File: config.mk
export PLATFORM = sky130hd
export DESIGN_NAME = serial_sum_collector
export DESIGN_NICKNAME = d
export VERILOG_FILES = /design/src/rtl/serial_sum_collector.sv
export SDC_FILE = /design/constraint.sdc
export NUM_CORES = 1
export LEC_CHECK = 0
export CORE_MARGIN = 3
export CORE_UTILIZATION = 35
export CTS_CLUSTER_SIZE = 12
export DETAILED_ROUTE_END_ITERATION = 10
export PLACE_DENSITY = 0.67
export SYNTH_ARGS = -nofsm -noshare
export SYNTH_HDL_FRONTEND = slang
export SYNTH_SLANG_ARGS = --single-unit
File: constraint.sdc
create_clock -name clk -period 2.1 [get_ports clk]
set_input_delay 0.21 -clock clk [delete_from_list [all_inputs] [get_ports clk]]
set_output_delay 0.21 -clock clk [all_outputs]
set_load 0.02 [all_outputs]
File: src/rtl/serial_sum_collector.sv
// serial_sum_collector
//   Receive end of the serial adder datapath. Captures the LSB-first sum bit
//   stream and the final carry, assembles a WIDTH-bit parallel result and
//   hands it to the consumer with a valid/ack handshake. A sticky overrun
//   flag records a result discarded by a new load before it was acknowledged.
//
// Ports:
//   clk        system clock, rising edge
//   resetn     asynchronous active-low reset
//   load       operation (re)start strobe, highest priority
//   enable     shift strobe, qualifies sum_bit / carry_bit
//   sum_bit    serial sum bit, LSB first
//   carry_bit  carry out of the current bit position
//   rd_ack     consumer accepts result while valid is high
//   ovr_clr    clears the sticky overrun flag
//   result     assembled sum, stable while valid
//   cout       carry out of bit WIDTH-1
//   valid      result/cout available
//   busy       operation armed or collecting
//   overrun    sticky: an unacknowledged result was discarded
//   bit_cnt    bits captured in the current operation

module serial_sum_collector #(
    parameter int unsigned  WIDTH = 8,
    localparam int unsigned CNT_W = $clog2(WIDTH + 1)
) (
    input  logic             clk,
    input  logic             resetn,
    input  logic             load,
    input  logic             enable,
    input  logic             sum_bit,
    input  logic             carry_bit,
    input  logic             rd_ack,
    input  logic             ovr_clr,
    output logic [WIDTH-1:0] result,
    output logic             cout,
    output logic             valid,
    output logic             busy,
    output logic             overrun,
    output logic [CNT_W-1:0] bit_cnt
);

    typedef enum logic [1:0] {
        StIdle,
        StArmed,
        StCollect,
        StDone
    } state_e;

    state_e           state;
    logic [WIDTH-1:0] shreg;
    logic [WIDTH-1:0] shifted;
    logic             last_bit;

    // Incoming bit enters at the MSB so that after WIDTH shifts bit 0 is the first bit received.
    assign shifted  = {sum_bit, shreg[WIDTH-1:1]};
    assign last_bit = (bit_cnt == CNT_W'(WIDTH - 1));

    always_ff @(posedge clk or negedge resetn) begin
        if (!resetn) begin
            state   <= StIdle;
            shreg   <= '0;
            result  <= '0;
            cout    <= 1'b0;
            valid   <= 1'b0;
            busy    <= 1'b0;
            overrun <= 1'b0;
            bit_cnt <= '0;
        end else begin
            if (ovr_clr) begin
                overrun <= 1'b0;
            end

            if (load) begin
                // A set from a discarded result overrides a simultaneous clear.
                if (state == StDone && valid && !rd_ack) begin
                    overrun <= 1'b1;
                end
                if (state == StDone) begin
                    valid <= 1'b0;
                end
                state   <= StArmed;
                busy    <= 1'b1;
                bit_cnt <= '0;
                shreg   <= '0;
            end else begin
                unique case (state)
                    StIdle: begin
                        // Stray enables without a load are dropped.
                    end
                    StArmed, StCollect: begin
                        if (enable) begin
                            shreg   <= shifted;
                            bit_cnt <= bit_cnt + CNT_W'(1);
                            if (last_bit) begin
                                result <= shifted;
                                cout   <= carry_bit;
                                valid  <= 1'b1;
                                state  <= StDone;
                                busy   <= 1'b0;
                            end else begin
                                state <= StCollect;
                            end
                        end
                    end
                    StDone: begin
                        // The adder keeps shifting after completion; those bits are ignored.
                        if (rd_ack) begin
                            valid <= 1'b0;
                            state <= StIdle;
                        end
                    end
                endcase
            end
        end
    end

endmodule

==> results.py, run 1 <==
metrics = {
    "global_routing": {
        "grt_pass1_vias": 829,
        "grt_pass1_wl_mm": 3.71,
        "globalRouteTotalUtil_pct": 11.7,
        "antenna_found_initial": 0,
        "grt_overflow_total": 0,
        "grt_max_degree": 26,
    },
    "clock_tree": {
        "clkTransAtPathRegs_ns": 0.13,
        "cts_buffers": 3,
        "ctsHtreeMaxLevel": 1,
        "post_cts_buffers": 0,
        "cts_resized": 0,
        "cts.sinks": 25,
        "root_buffer": "clkbuf_4",
        "clock_latency_ns": 0.32,
        "cts.path.max_buffers": 2,
        "cts_tree": "done",
        "cts_hold_buf": 0,
    },
    "flow_run": {
        "cap_violations": 0,
    },
    "critical_path": {
        "startpoint_type": "flip-flop",
        "cp_max_fo": 10,
        "critPathMaxStageDelay_ns": 0.61,
        "critPathBufInv": 1,
        "path_class": "flip-flop to flip-flop",
        "cp_cell_sequence": "inv_1 -> ha_1 -> nand3_4 -> or4b_4 -> mux2_4",
        "cp.arrival_ns": 2.16,
        "cp_top_family": "simple AND/OR/NAND/NOR gates",
        "crit_slowest_cell": "or4b_4",
        "critPathRequiredTime_ns": 2.31,
        "cp-end-kind": "flip-flop",
    },
    "power": {
        "peakVddDrop_mv": 0.377,
        "pwr-share-seq_pct": 44.9,
        "clock_power_share_pct": 16.3,
        "p_int_uw": 826,
        "combPwrFrac_pct": 38.9,
        "p_per_area_nw_per_um2": 883,
        "sw_frac_of_total_pct": 35.9,
        "power.total_mw": 1.29,
        "leakage_nw": 0.665,
        "p_sw_uw": 462,
    },
    "placed_design": {
        "gp_congestion": 0.733,
        "dp_hpwl_mm": 1.54,
        "place.port_buffers": 23,
    },
    "timing": {
        "fin_crit_sh_pct": 93.1,
        "period_minus_slack_ns": 1.96,
        "setup_viol": 0,
        "finClkSkew_ns": 0.0107,
        "rsz0062_at_grt": "no",
        "hold_violations": 0,
        "timing.fmax_ghz": 0.511,
        "report.final.slew_viol_count": 0,
        "fin_setup_tns_ns": 0,
        "relSlewSlack_pct": 64.0,
        "tightest_slew_ns": 0.536,
    },
    "route": {
        "wire_per_inst_um": 12.5,
        "drt-pass1-iter-count": 4,
        "initialDrtViolationCount": 21,
        "vias_per_cell": 4.78,
        "remaining_drc_errors": 0,
        "via_count": 799,
        "ant_nets": 0,
        "wl_mm": 2.10,
    },
    "yosys": {
        "syn_inst": 98,
        "synth_seq_cells": 25,
        "syn_avg_cell_area_um2": 11.8,
        "synth.most_common_cell": "dfrtp_1",
        "synth_top_area_cell": "dfrtp_1",
        "synth-edff-count": 0,
        "synth_cell_types": 27,
        "async_reset_ff_share_pct": 100,
        "ys_top_cells_by_area": "dfrtp_1 54%, mux2_4 12%, nand2_1 5.8%",
        "synth_common_cells": "25 x dfrtp_1, 18 x nand2_1, 9 x mux2_4",
        "synthFlopType": "dfrtp_1",
        "synth_warnings": 0,
        "netlist.area_leader.share_pct": 54.0,
        "synth_area_um2": 1160,
        "synth_nets": 109,
        "yosysSeqAreaShare_pct": 54.0,
    },
    "cells_and_area": {
        "nNetsFinal": 135,
        "drive_gt1_share_pct": 15.4,
        "area.sequential_um2": 626,
        "syn_to_final_growth_pct": 25.9,
        "diodes": 0,
        "fill_cells": 311,
        "multi_input_area_um2": 477,
    },
    "die": {
        "fp-row-count": 20,
        "die_y_um": 63.5,
        "dieArea_um2": 4040,
        "design.portCount": 24,
        "start_util_pct": 37.3,
        "die_x_um": 63.5,
        "core_area_um2": 3100,
    },
    "worst_hold_path": {
        "hold_class": "input port to async pin",
    },
    "status": {
        "status": "finished, final reports clean",
    },
}
==> logic make-up after synthesis <==
family	count (synthesis)	share of synthesized area, %
flops	25	54.0
compound gates	17	9.72
buf+inv	11	4.86
xor+xnor	3	2.27
fa+ha+maj	3	3.24
mux	10	12.5
simple gates	29	13.4
==> metrics by stage <==
step,cells,utilization (%),cell area (um2),hold WS (ns),setup slack [ns]
3_5_place_dp,163,46.2,1430,0.476,0.136
6_report,167,47.0,1460,0.229,0.144
2_1_floorplan,98,-,1160,-0.0856,0.197
3_3_place_gp,163,46.2,1430,0.475,0.167
5_1_grt,167,47.0,1460,0.249,0.0480
4_1_cts,167,47.0,1460,0.229,0.136
==> final timing paths <==
path	endpoint	depth (start not counted)	slack [ns]	start
max in group asynchronous	result[5]$_DFFE_PN0P_	2	1.63	resetn
min in group clk	overrun$_DFF_PN0_	2	0.43	ovr_clr
worst min register to register	busy$_DFFE_PN0P_	1	0.50	busy$_DFFE_PN0P_
worst max-delay path	result[7]$_DFFE_PN0P_	5	0.14	state[0]$_DFFE_PN0P_
worst min-delay path	bit_cnt[2]$_DFFE_PN0P_	2	0.23	resetn
worst max register to register	result[7]$_DFFE_PN0P_	5	0.14	state[0]$_DFFE_PN0P_
==> registers in the layout (all words and copies together), names as in the netlist <==
name and flops:
bit_cnt 4, state 2, shreg 7, valid 1, result 8, cout 1
busy 1, overrun 1
==> per-layer routing <==
| metal | wire, um | vias to the layer above | track usage (%) |
|---|---|---|---|
| met5 | 0 | - | 0 |
| met4 | 50 | 0 | 6.47 |
| met3 | 68 | 4 | 1.43 |
| met2 | 1060 | 17 | 19.0 |
| met1 | 915 | 390 | 14.9 |
| li1 | - | 388 | - |
==> power by group through the flow <==
stage | clock [mW] | combinational, mW | sequential, mW
after floorplan | 0 | 0.335 | 0.615
after CTS | 0.225 | 0.506 | 0.579
after detailed placement | 0 | 0.500 | 0.589
after global routing | 0.236 | 0.560 | 0.589
final | 0.210 | 0.501 | 0.578
after global placement | 0 | 0.487 | 0.586
==> cell usage in the layout (no fill, tap or decap), types with 2 or more instances in the layout <==
master | synthesis | final
a21oi_1 | 8 | 8
clkdlybuf4s50_1 | 0 | 23
inv_1 | 6 | 6
clkbuf_4 | 0 | 3
xor2_1 | 2 | 2
nand2_1 | 18 | 18
dfrtp_1 | 25 | 25
nor2_1 | 3 | 3
nand2b_1 | 2 | 2
mux2_4 | 9 | 9
ha_1 | 3 | 3
o221ai_1 | 2 | 2
buf_4 | 0 | 3
==> final cells by class <==
class | instances | share of cell area [%]
flip-flops and latches | 25 | 42.9
multi-input cells | 62 | 32.7
repair buffers | 26 | 17.3
well taps | 44 | 3.77
clock buffers | 4 | 1.80
inverters | 6 | 1.54
Note: power is estimated with default switching activity, not from simulation.
==> run 2: changes to the inputs <==
--- a/config.mk
+++ b/config.mk
@@ -6,10 +6,10 @@
 export NUM_CORES = 1
 export LEC_CHECK = 0
 export CORE_MARGIN = 3
-export CORE_UTILIZATION = 35
+export CORE_UTILIZATION = 49
 export CTS_CLUSTER_SIZE = 12
 export DETAILED_ROUTE_END_ITERATION = 10
-export PLACE_DENSITY = 0.67
+export PLACE_DENSITY = 0.86
 export SYNTH_ARGS = -nofsm -noshare
 export SYNTH_HDL_FRONTEND = slang
 export SYNTH_SLANG_ARGS = --single-unit
==> run 2 against run 1 <==
  * Non-clock buffer count is the same
  * Global-route usage increased by 5.6 points
  * Core utilization grew 21 points
  * Largest power group unchanged
  * Routed wire length rose by 4.1%
  * Clock skew is 0.0024 ns higher
  * Critical path depth unchanged
  * Sequential cell count unchanged
==> results.py, run 2 (synthesis gave the netlist of run 1 again) <==
metrics = {
    "status": {
        "status": "finished, final reports clean",
    },
    "cells_and_area": {
        "drive_gt1_share_pct": 16.3,
        "diodes": 0,
        "postLayoutCellArea_um2": 1440,
        "largestRegisters": "result x8, shreg x7, bit_cnt x4",
        "largest_register_ffs": 8,
        "final_cells": 150,
        "regMostFlops": "result",
        "layout_common_cells": "25 x dfrtp_1, 23 x clkdlybuf4s50_1, 18 x nand2_1",
        "syn_to_final_growth_pct": 24.2,
        "final_common_cell": "dfrtp_1",
        "nNetsFinal": 135,
    },
    "timing": {
        "post-route-worst-setup-slack_ns": 0.166,
        "timing.hold.ws_ns": 0.232,
        "setup_viol": 0,
        "fin_crit_sh_pct": 92.1,
        "timing.fmax_ghz": 0.517,
        "report.final.slew_viol_count": 0,
        "rsz0062_at_grt": "no",
        "fin_setup_tns_ns": 0,
        "hold_violations": 0,
        "relSlewSlack_pct": 64.6,
        "finClkSkew_ns": 0.0131,
        "period_minus_slack_ns": 1.93,
        "tightest_slew_ns": 0.526,
    },
    "die": {
        "core_area_um2": 2100,
        "die_x_um": 54.6,
        "fp-row-count": 16,
        "design.portCount": 24,
        "dieArea_um2": 2980,
        "die_y_um": 54.6,
        "start_util_pct": 55.1,
    },
    "placed_design": {
        "place_ws_ns": 0.141,
        "placed_area_um2": 1410,
        "gp_congestion": 0.816,
        "dp_hpwl_mm": 1.62,
        "place.port_buffers": 23,
        "dp_cells": 146,
    },
    "critical_path": {
        "cp_max_fo": 10,
        "r2r_slack_ns": 0.17,
        "path_class": "flip-flop to flip-flop",
        "cp-end-kind": "flip-flop",
        "reg2reg_depth": 5,
        "cp.arrival_ns": 2.13,
        "reg2reg_from": "state[0]$_DFFE_PN0P_",
        "startpoint_type": "flip-flop",
        "r2r-end": "result[5]$_DFFE_PN0P_",
        "crit_path_end": "result[5]$_DFFE_PN0P_",
        "critPathRequiredTime_ns": 2.30,
        "crit_start": "state[0]$_DFFE_PN0P_",
    },
    "route": {
        "vias_per_cell": 5.27,
        "initialDrtViolationCount": 5,
        "ant_nets": 0,
        "wl_mm": 2.18,
        "remaining_drc_errors": 0,
        "drt-pass1-iter-count": 4,
        "wire_per_inst_um": 14.5,
        "via_count": 790,
    },
    "clock_tree": {
        "clock_latency_ns": 0.31,
        "cts_tree": "done",
        "cts.sinks": 25,
        "cts_hold_buf": 0,
        "root_buffer": "clkbuf_4",
        "cts_resized": 0,
        "ctsHtreeMaxLevel": 1,
        "cts.path.max_buffers": 2,
        "cts_buffers": 3,
        "clkTransAtPathRegs_ns": 0.14,
        "post_cts_buffers": 0,
    },
    "global_routing": {
        "globalRouteTotalUtil_pct": 17.3,
        "grt_pass1_vias": 801,
        "antenna_found_initial": 0,
        "grt_overflow_total": 0,
        "grt_max_degree": 26,
        "grt_pass1_wl_mm": 3.63,
    },
    "flow_run": {
        "cap_violations": 0,
    },
    "power": {
        "p_per_area_nw_per_um2": 893,
        "peakVddDrop_mv": 0.632,
        "leakage_nw": 0.667,
    },
    "worst_hold_path": {
        "hold_class": "input port to async pin",
    },
}
-- run 2: stage by stage --
step / utilization, % / total power, mW
after floorplan: - / 0.950
after global placement: 67.1 / 1.07
after detailed placement: 67.1 / 1.09
after CTS: 68.5 / 1.30
after global routing: 68.5 / 1.37
final: 68.5 / 1.28
-- run 2: where the power goes --
group / switching [mW] / internal (mW) / total, mW / leakage [nW]
logic: 0.283 / 0.217 / 0.500 / 0.316
clock network: 0.135 / 0.0710 / 0.206 / 0.0177
registers: 0.0437 / 0.535 / 0.578 / 0.333
-- run 2: critical path, stage by stage (launching register included) --
cell and delay [ns]:
dfrtp_1 0.38, inv_1 0.07, ha_1 0.33, nand3_4 0.09, or4b_4 0.62, mux2_4 0.34
-- run 2: worst min path at each step --
stage               depth (start not counted)                      to  slack [ns]             start
floorplan                                   0  bit_cnt[0]$_DFFE_PN0P_       -0.09            resetn
global placement                            1        busy$_DFFE_PN0P_        0.47  busy$_DFFE_PN0P_
detailed placement                          1        busy$_DFFE_PN0P_        0.48  busy$_DFFE_PN0P_
CTS                                         2   result[2]$_DFFE_PN0P_        0.24            resetn
global route                                2   result[4]$_DFFE_PN0P_        0.25            resetn
finish                                      2    shreg[4]$_DFFE_PN0P_        0.23            resetn
-- run 2: area by class of cell --
cell class                 instances  area (um2)
timing repair buffer              26         253
fill                             157         663
sequential                        25         626
clock buffer                       3        22.5
inverter                           6        22.5
clock inverter                     1        5.00
multi-input combinational         62         477
tap                               27        33.8
-- run 2: metal layers --
layer  track usage, %  wire [um]
met5                0          0
met4             6.22         17
met3             2.72         79
met2             30.1       1110
met1             21.3        970
==> run 3: changes to the inputs <==
--- a/config.mk
+++ b/config.mk
@@ -7,7 +7,6 @@
 export LEC_CHECK = 0
 export CORE_MARGIN = 3
 export CORE_UTILIZATION = 49
-export CTS_CLUSTER_SIZE = 12
 export DETAILED_ROUTE_END_ITERATION = 10
 export PLACE_DENSITY = 0.86
 export SYNTH_ARGS = -nofsm -noshare
==> results of run 3 <==
Same layout as run 2: the final DEF is identical, and so are final timing and power.
